`src/rtl/io_port_sequencer_if.sv`:
```
// Control and pad-pattern signals between the bring-up sequencer and its user.
interface io_port_sequencer_if;
  logic       start;
  logic       abort;
  logic [7:0] io_out;
  logic [7:0] io_oeb;
  logic       busy;
  logic       done;
  logic [3:0] step_idx;

  modport master (
    output start, abort,
    input  io_out, io_oeb, busy, done, step_idx
  );

  modport slave (
    input  start, abort,
    output io_out, io_oeb, busy, done, step_idx
  );
endinterface

```
`src/rtl/io_port_sequencer.sv`:
```
// Pad-ring bring-up pattern generator: walks 01..0A, FF, 00 onto mprj_io[7:0],
// holding each value HOLD_CYCLES clocks after a start pulse.
module io_port_sequencer #(
  parameter int unsigned HOLD_CYCLES = 64
) (
  input  logic               wb_clk_i,
  input  logic               wb_rst_i,
  io_port_sequencer_if.slave bus
);

  localparam int unsigned CNT_W    = $clog2(HOLD_CYCLES + 1);
  localparam int unsigned LAST_RUN = 10;
  localparam int unsigned END_IDX  = 11;

  typedef enum logic [0:0] {
    IDLE = 1'b0,
    RUN  = 1'b1
  } state_t;

  state_t           state;
  logic [CNT_W-1:0] hold_cnt;
  logic [7:0]       io_out;
  logic [7:0]       io_oeb;
  logic             busy;
  logic             done;
  logic [3:0]       step_idx;

  // Table value for a given index: 1..10, then FF, then 00 as terminal.
  function automatic logic [7:0] pattern(input logic [3:0] idx);
    if (idx < 4'd10)       return 8'(idx) + 8'd1;
    else if (idx == 4'd10) return 8'hFF;
    else                   return 8'h00;
  endfunction

  always_ff @(posedge wb_clk_i or posedge wb_rst_i) begin
    if (wb_rst_i) begin
      state    <= IDLE;
      hold_cnt <= '0;
      io_out   <= 8'h00;
      io_oeb   <= 8'hFF;
      busy     <= 1'b0;
      done     <= 1'b0;
      step_idx <= 4'(END_IDX);
    end else begin
      done <= 1'b0;
      case (state)
        IDLE: begin
          // Abort dominates start, so a simultaneous pair leaves pads untouched.
          if (bus.start && !bus.abort) begin
            state    <= RUN;
            hold_cnt <= '0;
            io_out   <= pattern(4'd0);
            io_oeb   <= 8'h00;
            busy     <= 1'b1;
            step_idx <= 4'd0;
          end
        end
        RUN: begin
          if (bus.abort) begin
            state    <= IDLE;
            hold_cnt <= '0;
            io_out   <= 8'h00;
            busy     <= 1'b0;
            step_idx <= 4'(END_IDX);
          end else if (hold_cnt == CNT_W'(HOLD_CYCLES - 1)) begin
            hold_cnt <= '0;
            if (step_idx == 4'(LAST_RUN)) begin
              state    <= IDLE;
              io_out   <= 8'h00;
              busy     <= 1'b0;
              done     <= 1'b1;
              step_idx <= 4'(END_IDX);
            end else begin
              io_out   <= pattern(4'(step_idx + 4'd1));
              step_idx <= 4'(step_idx + 4'd1);
            end
          end else begin
            hold_cnt <= CNT_W'(hold_cnt + CNT_W'(1));
          end
        end
        default: state <= IDLE;
      endcase
    end
  end

  assign bus.io_out   = io_out;
  assign bus.io_oeb   = io_oeb;
  assign bus.busy     = busy;
  assign bus.done     = done;
  assign bus.step_idx = step_idx;

endmodule

```
`src/flat_wrapper.sv`:
```
// flat-port wrapper written by rule: the top's interface ports become plain ports
module io_port_sequencer_flat 
#(
  parameter int unsigned HOLD_CYCLES = 64
)
  (wb_clk_i, wb_rst_i, bus_start, bus_abort, bus_io_out, bus_io_oeb, bus_busy, bus_done, bus_step_idx);
  io_port_sequencer_if bus_i ();
  input  logic wb_clk_i;
  input  logic wb_rst_i;
  input wire logic [$bits(bus_i.start)-1:0] bus_start;
  input wire logic [$bits(bus_i.abort)-1:0] bus_abort;
  output wire logic [$bits(bus_i.io_out)-1:0] bus_io_out;
  output wire logic [$bits(bus_i.io_oeb)-1:0] bus_io_oeb;
  output wire logic [$bits(bus_i.busy)-1:0] bus_busy;
  output wire logic [$bits(bus_i.done)-1:0] bus_done;
  output wire logic [$bits(bus_i.step_idx)-1:0] bus_step_idx;
  assign bus_i.start = bus_start;
  assign bus_i.abort = bus_abort;
  assign bus_io_out = bus_i.io_out;
  assign bus_io_oeb = bus_i.io_oeb;
  assign bus_busy = bus_i.busy;
  assign bus_done = bus_i.done;
  assign bus_step_idx = bus_i.step_idx;
  io_port_sequencer #(.HOLD_CYCLES(HOLD_CYCLES)) u_core (.wb_clk_i(wb_clk_i), .wb_rst_i(wb_rst_i), .bus(bus_i));
endmodule
```
`config.mk`:
```
export PLATFORM = sky130hd
export DESIGN_NAME = io_port_sequencer_flat
export DESIGN_NICKNAME = d
export VERILOG_FILES = /design/src/rtl/io_port_sequencer_if.sv /design/src/rtl/io_port_sequencer.sv /design/src/flat_wrapper.sv
export SDC_FILE = /design/constraint.sdc
export NUM_CORES = 1
export LEC_CHECK = 0
export CAP_MARGIN = 20
export CORE_ASPECT_RATIO = 1.25
export CORE_MARGIN = 2
export CORE_UTILIZATION = 43
export CTS_CLUSTER_DIAMETER = 200
export DETAILED_ROUTE_END_ITERATION = 10
export GPL_ROUTABILITY_DRIVEN = 0
export PLACE_DENSITY = 0.71
export REMOVE_ABC_BUFFERS = 1
export SETUP_SLACK_MARGIN = 0.5
export SYNTH_ARGS = -nofsm -noshare
export SYNTH_HDL_FRONTEND = slang
export SYNTH_SLANG_ARGS = --single-unit
```
`constraint.sdc`:
```
create_clock -name wb_clk_i -period 2.24 [get_ports wb_clk_i]
set_input_delay 0.448 -clock wb_clk_i [delete_from_list [all_inputs] [get_ports wb_clk_i]]
set_output_delay 0.448 -clock wb_clk_i [all_outputs]
set_load 0.03 [all_outputs]
```
==> flow_metrics.env, run 1 <==
export IMPL_status="completed"
export IMPL_path_clk_slew_ps=120
export IMPL_synth_edf_count=0
export IMPL_ys_warn_count=0
export IMPL_rsz0062_at_grt="yes"
export IMPL_crit_end="u_core.bus.io_out[0]"
export IMPL_power_leakage_nw=0.750
export IMPL_start_kind="flip-flop"
export IMPL_die_x_um=54.5
export IMPL_crit_cells=6
export IMPL_maxCapViolations=0
export IMPL_placed_cells=187
export IMPL_fin_crit_sh_pct=83.1
export IMPL_initial_core_util_pct=45.7
export IMPL_crit_chain="inv_2 > ha_4 > a32o_2 > a211oi_4 > nand3_2 > a221oi_2"
export IMPL_area_delta_synth_final_pct=24.2
export IMPL_clock_sinks=21
export IMPL_finalNonFillerCells=200
export IMPL_coreArea_sq_mm=0.00300
export IMPL_drt_wl_total_um=3040
export IMPL_fin_setup_tns_ps=0
export IMPL_clkLatencyLatePin_ps=300
export IMPL_track_usage_pct=18.8
export IMPL_synth_seq_cells=21
export IMPL_regToRegEndpoint="u_core.bus.io_out[0]"
export IMPL_cts_root_buf="clkbuf_4"
export IMPL_grt_pass1_wl_um=5180
export IMPL_r2r_slack_ps=380
export IMPL_fmax_mhz=537
export IMPL_synth_distinct_cells=51
export IMPL_worstPathBufferInverterCount=1
export IMPL_synth_area_leaders="dfrtp_1 (31%), dfstp_2 (7.7%), buf_4 (6.0%), a22o_1 (4.5%), ha_1 (3.6%)"
export IMPL_nNetsFinal=173
export IMPL_yosysMostFrequentCell="dfrtp_1"
export IMPL_power_density_mw_per_mm2=564
export IMPL_antennaDiodeCount=0
export IMPL_first_global_vias=1097
export IMPL_endpoint_kind="flip-flop"
export IMPL_worst_pin_slew_ps=357
export IMPL_numPortBuffers=25
export IMPL_required_ps=2460
export IMPL_synth_area_leader_cell="dfrtp_1"
export IMPL_netlist_area_leader_share_pct=31.0
export IMPL_antenna_found_initial=0
export IMPL_final_setup_viol_count=0
export IMPL_hold_class="input pin to async pin"
export IMPL_cp_slowest_cell="dfstp_2"
export IMPL_die_area_sq_mm=0.00366
export IMPL_drt_first_iter_violations=23
export IMPL_ant_nets=0
export IMPL_viasPerCell=5.50
export IMPL_async_flop_share_pct=100
export IMPL_path_max_fanout=6
export IMPL_yosysSeqAreaShare_pct=38.7
export IMPL_synth_area_sq_mm=0.00137
export IMPL_timing_hold_ws_ps=463
export IMPL_fin_crit_ps=1860
export IMPL_maxSlewViolCount=0
export IMPL_fin_skew_ps=2.86
export IMPL_drive_above_1_share_pct=31.7
export IMPL_path_delay_family="compound AO/OA/AOI/OAI gates"
export IMPL_synthFlopType="dfrtp_1"
export IMPL_syn_inst=141
export IMPL_r2r_cells=6
export IMPL_synthTopCellsByCount="dfrtp_1 (17), buf_4 (11), nand2_1 (11), inv_1 (9), o21ai_0 (9)"
export IMPL_grt_overflow=0
export IMPL_postCtsHoldBufs=0
export IMPL_hold_violations=0
export IMPL_crit_type="flip-flop to flip-flop"
export IMPL_hpwl_um=2050
export IMPL_clockBufferDepth=2
export IMPL_cts_tree="done"
export IMPL_vias=1100
export IMPL_worst_endpoint_arrival_ps=2080
export IMPL_post_drt_wl_per_cell_um=15.2
export IMPL_slew_headroom_pct=76.2
export IMPL_worst_r2r_startpoint="u_core.bus.step_idx[0]"
export IMPL_max_stage_delay_ps=560
export IMPL_cts_buffers=3
export IMPL_grt_max_degree=22
export IMPL_io_pins=26
export IMPL_critPathLaunch="u_core.bus.step_idx[0]"
export IMPL_ctsHtreeMaxLevel=1
export IMPL_fp_row_count=22
export IMPL_die_h_um=67.2
export IMPL_syn_avg_cell_area_sq_um=9.73
export IMPL_drtPass1Iterations=4
export IMPL_ir_drop_mv=0.351
export IMPL_drc=0
-- worst min-delay path, delay by kind of cell --
family                 cells  cell delay (ps)
buffers and inverters      3              720
-- stage by stage --
| stage | setup slack, ps | utilization, % | cell area (sq um) | power [mW] |
|---|---|---|---|---|
| 3_5_place_dp | 177 | 52.0 | 1560 | 0.705 |
| 6_report | 378 | 56.8 | 1700 | 0.961 |
| 4_1_cts | 350 | 55.2 | 1660 | 0.926 |
| 3_3_place_gp | 214 | 52.0 | 1560 | 0.700 |
| 5_1_grt | 268 | 56.8 | 1700 | 1.02 |
| 2_1_floorplan | 104 | - | 1230 | 0.622 |
-- per-layer routing --
| layer | track usage (%) | routed length [um] | vias to the layer above |
|---|---|---|---|
| met5 | 0 | 0 | - |
| met1 | 25.8 | 1320 | 536 |
| li1 | - | - | 540 |
| met2 | 31.8 | 1610 | 20 |
| met4 | 3.75 | 25 | 0 |
| met3 | 1.99 | 83 | 4 |
-- worst min path at each step --
stage                     cells past startpoint                   end               start
after floorplan                               1       u_core.bus.busy            wb_rst_i
after global placement                        1    u_core.hold_cnt[6]  u_core.hold_cnt[6]
after detailed placement                      1    u_core.hold_cnt[6]  u_core.hold_cnt[6]
after CTS                                     3  u_core.bus.io_out[6]            wb_rst_i
after global routing                          3    u_core.hold_cnt[5]            wb_rst_i
final                                         3  u_core.bus.io_out[6]            wb_rst_i
-- sequential cells by signal, indices dropped and copies added (netlist names) --
name,flops
u_core.bus.done,1
u_core.state,1
u_core.bus.step_idx,4
u_core.bus.io_oeb,1
u_core.bus.busy,1
u_core.hold_cnt,7
u_core.bus.io_out,6
-- cells in the final DEF, fill, tap and decap left out, types with 3 or more instances in the layout --
cell type	synthesis	layout
clkbuf_4	0	4
buf_4	11	11
o21ai_0	9	9
nor2_1	7	7
a22o_1	7	7
a31oi_1	5	5
dfstp_2	4	4
clkdlybuf4s15_2	0	9
clkdlybuf4s50_1	0	3
dfrtp_1	17	16
buf_6	3	3
inv_1	9	8
nand2_1	11	11
dlygate4sd2_1	0	11
-- layout make-up --
cell class	count	area (sq um)
Sequential cell	21	532
Clock buffer	4	26.3
Multi-Input combinational cell	92	716
Fill cell	263	1300
Timing Repair Buffer	38	352
Tap cell	36	45.0
Inverter	9	33.8
-- cell families (layout without fill, tap and decap cells) --
group	count (synthesis)	in the layout	synth area share [%]
compound gates	44	44	25.6
fa+ha+maj	4	4	3.65
xor+xnor	5	5	3.74
buf+inv	28	51	12.6
simple gates	39	39	15.8
flops	21	21	38.7
-- power breakdown --
group / switching, mW / internal (mW)
registers: 0.0255 / 0.406
logic: 0.181 / 0.163
clock network: 0.116 / 0.0695
total: 0.322 / 0.638
-- timing repair --
action	in CTS	in global routing
endpoints found under the setup margin	30	14
pin swaps	6	2
buffers inserted	6	3
gates resized for setup	53	12
Note: power is estimated with default switching activity, not from simulation.
==> run 2, diff against run 1 <==
Clock period 2.24 ns to 1.5 ns, I/O delays scaled along.
==> run 2 against run 1 <==
  * The flow now finishes with violations (negative setup slack)
  * Die area is the same
  * Maximum frequency down 0.88%
  * Cell area grew 29%
  * Register-to-register slack got worse by 760 ps
  * Hold slack worse by 160 ps
  * Non-clock buffer count rose by 41
  * Utilization up 16 points
==> flow_metrics.env, run 2 (same netlist as run 1, synthesis figures left out) <==
export IMPL_status="finished, violations left"
export IMPL_failed_checks="negative setup slack"
export IMPL_first_global_vias=1301
export IMPL_fin_crit_sh_pct=125
export IMPL_ant_nets=0
export IMPL_required_ps=1730
export IMPL_power_frac_seq_pct=39.1
export IMPL_clock_sinks=21
export IMPL_layout_common_cells="buf_6 (41), buf_4 (35), dfrtp_1 (14)"
export IMPL_numPortBuffers=25
export IMPL_grt_pass1_wl_um=6090
export IMPL_drc=0
export IMPL_die_h_um=67.2
export IMPL_largest_reg_flops=7
export IMPL_fill_cells=189
export IMPL_post_route_util_pct=73.3
export IMPL_fmax_mhz=532
export IMPL_viasPerCell=5.63
export IMPL_path_clk_slew_ps=120
export IMPL_path_delay_family="flip-flops"
export IMPL_antenna_found_initial=0
export IMPL_reg_top3="u_core.hold_cnt x7, u_core.bus.io_out x6, u_core.bus.step_idx x4"
export IMPL_postCtsHoldBufs=0
export IMPL_clkLatencyLatePin_ps=320
export IMPL_power_leakage_nw=0.999
export IMPL_grt_overflow=0
export IMPL_post_drt_wl_per_cell_um=17.3
export IMPL_maxSlewViolCount=0
export IMPL_hold_class="input pin to async pin"
export IMPL_track_usage_pct=23.0
export IMPL_fp_row_count=22
export IMPL_p_clk_share_pct=17.5
export IMPL_nNetsFinal=214
export IMPL_cts_root_buf="clkbuf_4"
export IMPL_seqCellArea_sq_um=534
export IMPL_cp_slowest_cell="dfstp_2"
export IMPL_grt_max_degree=22
export IMPL_p_sw_mw=0.558
export IMPL_power_density_mw_per_mm2=747
export IMPL_ctsHtreeMaxLevel=1
export IMPL_max_flop_register="u_core.hold_cnt"
export IMPL_clockBufferDepth=2
export IMPL_crit_chain="inv_2 > ha_4 > nor3b_4 > buf_4 > a211oi_4 > nand3_2 > a221oi_2"
export IMPL_rsz0062_at_grt="yes"
export IMPL_ir_drop_mv=0.767
export IMPL_drt_first_iter_violations=76
export IMPL_crit_type="flip-flop to flip-flop"
export IMPL_cts_buffers=3
export IMPL_placed_cell_area_sq_mm=0.00175
export IMPL_power_frac_comb_pct=43.4
export IMPL_cell_internal_pwr_mw=1.08
export IMPL_place_ws_ps=-466
export IMPL_io_pins=26
export IMPL_slew_headroom_pct=74.5
export IMPL_final_common_cell="buf_6"
export IMPL_fin_crit_ps=1880
export IMPL_drive_above_1_share_pct=59.5
export IMPL_multiInputGateArea_sq_um=807
export IMPL_area_delta_synth_final_pct=60.2
export IMPL_hpwl_um=2450
export IMPL_fin_setup_tns_ps=-2200
export IMPL_antennaDiodeCount=0
export IMPL_die_x_um=54.5
export IMPL_die_area_sq_mm=0.00366
export IMPL_maxCapViolations=0
export IMPL_path_max_fanout=5
export IMPL_max_stage_delay_ps=570
export IMPL_final_setup_viol_count=10
export IMPL_drtPass1Iterations=4
export IMPL_worstPathBufferInverterCount=2
export IMPL_cts_tree="done"
export IMPL_hold_violations=0
export IMPL_worst_pin_slew_ps=382
export IMPL_initial_core_util_pct=45.7
export IMPL_fin_ws_ps=-378
export IMPL_vias=1358
export IMPL_start_kind="flip-flop"
export IMPL_design_area_sq_mm=0.00220
export IMPL_netSwitchingFraction_pct=34.0
export IMPL_endpoint_kind="flip-flop"
export IMPL_drt_wl_total_um=4160
export IMPL_coreArea_sq_mm=0.00300
export IMPL_fin_skew_ps=9.26
export IMPL_worst_endpoint_arrival_ps=2110
==> run 2: what timing repair did <==
action	CTS	global route
setup buffers	12	8
setup endpoints to repair	43	43
resized for setup	126	18
pin swaps	12	12
==> run 2: power by group through the flow <==
stage,sequential [mW],clock [mW],combinational [mW]
final,0.642,0.287,0.713
after global routing,0.645,0.316,0.754
after CTS,0.638,0.290,0.625
after detailed placement,0.645,0,0.507
after global placement,0.642,0,0.495
after floorplan,0.705,0,0.223
==> run 2: routing by layer <==
metal	up-vias	wire length (um)	GRT usage, %
li1	623	-	-
met3	20	149	2.43
met4	0	187	9.38
met5	-	0	0
met2	51	2190	39.6
met1	664	1630	28.8
==> run 2: worst paths after layout <==
kind,start,endpoint,slack [ps],cells past startpoint
max,u_core.bus.step_idx[0],u_core.bus.io_out[0],-380,7
min,wb_rst_i,u_core.hold_cnt[1],300,3
max reg2reg,u_core.bus.step_idx[0],u_core.bus.io_out[0],-380,7
min reg2reg,u_core.hold_cnt[6],u_core.hold_cnt[6],500,1
max in group asynchronous,wb_rst_i,u_core.bus.step_idx[0],910,3
min in group wb_clk_i,bus_start,u_core.state,440,3
==> run 2: final cells by class <==
cell class / instances / area share [%]
Clock buffer: 4 / 1.20
Inverter: 9 / 1.54
Multi-Input combinational cell: 92 / 36.7
Sequential cell: 21 / 24.3
Tap cell: 36 / 2.05
Timing Repair Buffer: 79 / 34.2
==> run 2: worst register-to-register path, cell delays in order, from the launching register on <==
cell and delay [ps]:
dfstp_2 570, inv_2 60, ha_4 230, nor3b_4 150, buf_4 140, a211oi_4 230
nand3_2 160, a221oi_2 260
==> run 2: metrics by stage <==
stage	power (mW)	hold slack, ps	cells
2_1_floorplan	0.928	274	122
3_3_place_gp	1.14	466	217
3_5_place_dp	1.15	475	217
4_1_cts	1.55	311	233
5_1_grt	1.72	339	241
6_report	1.64	301	241
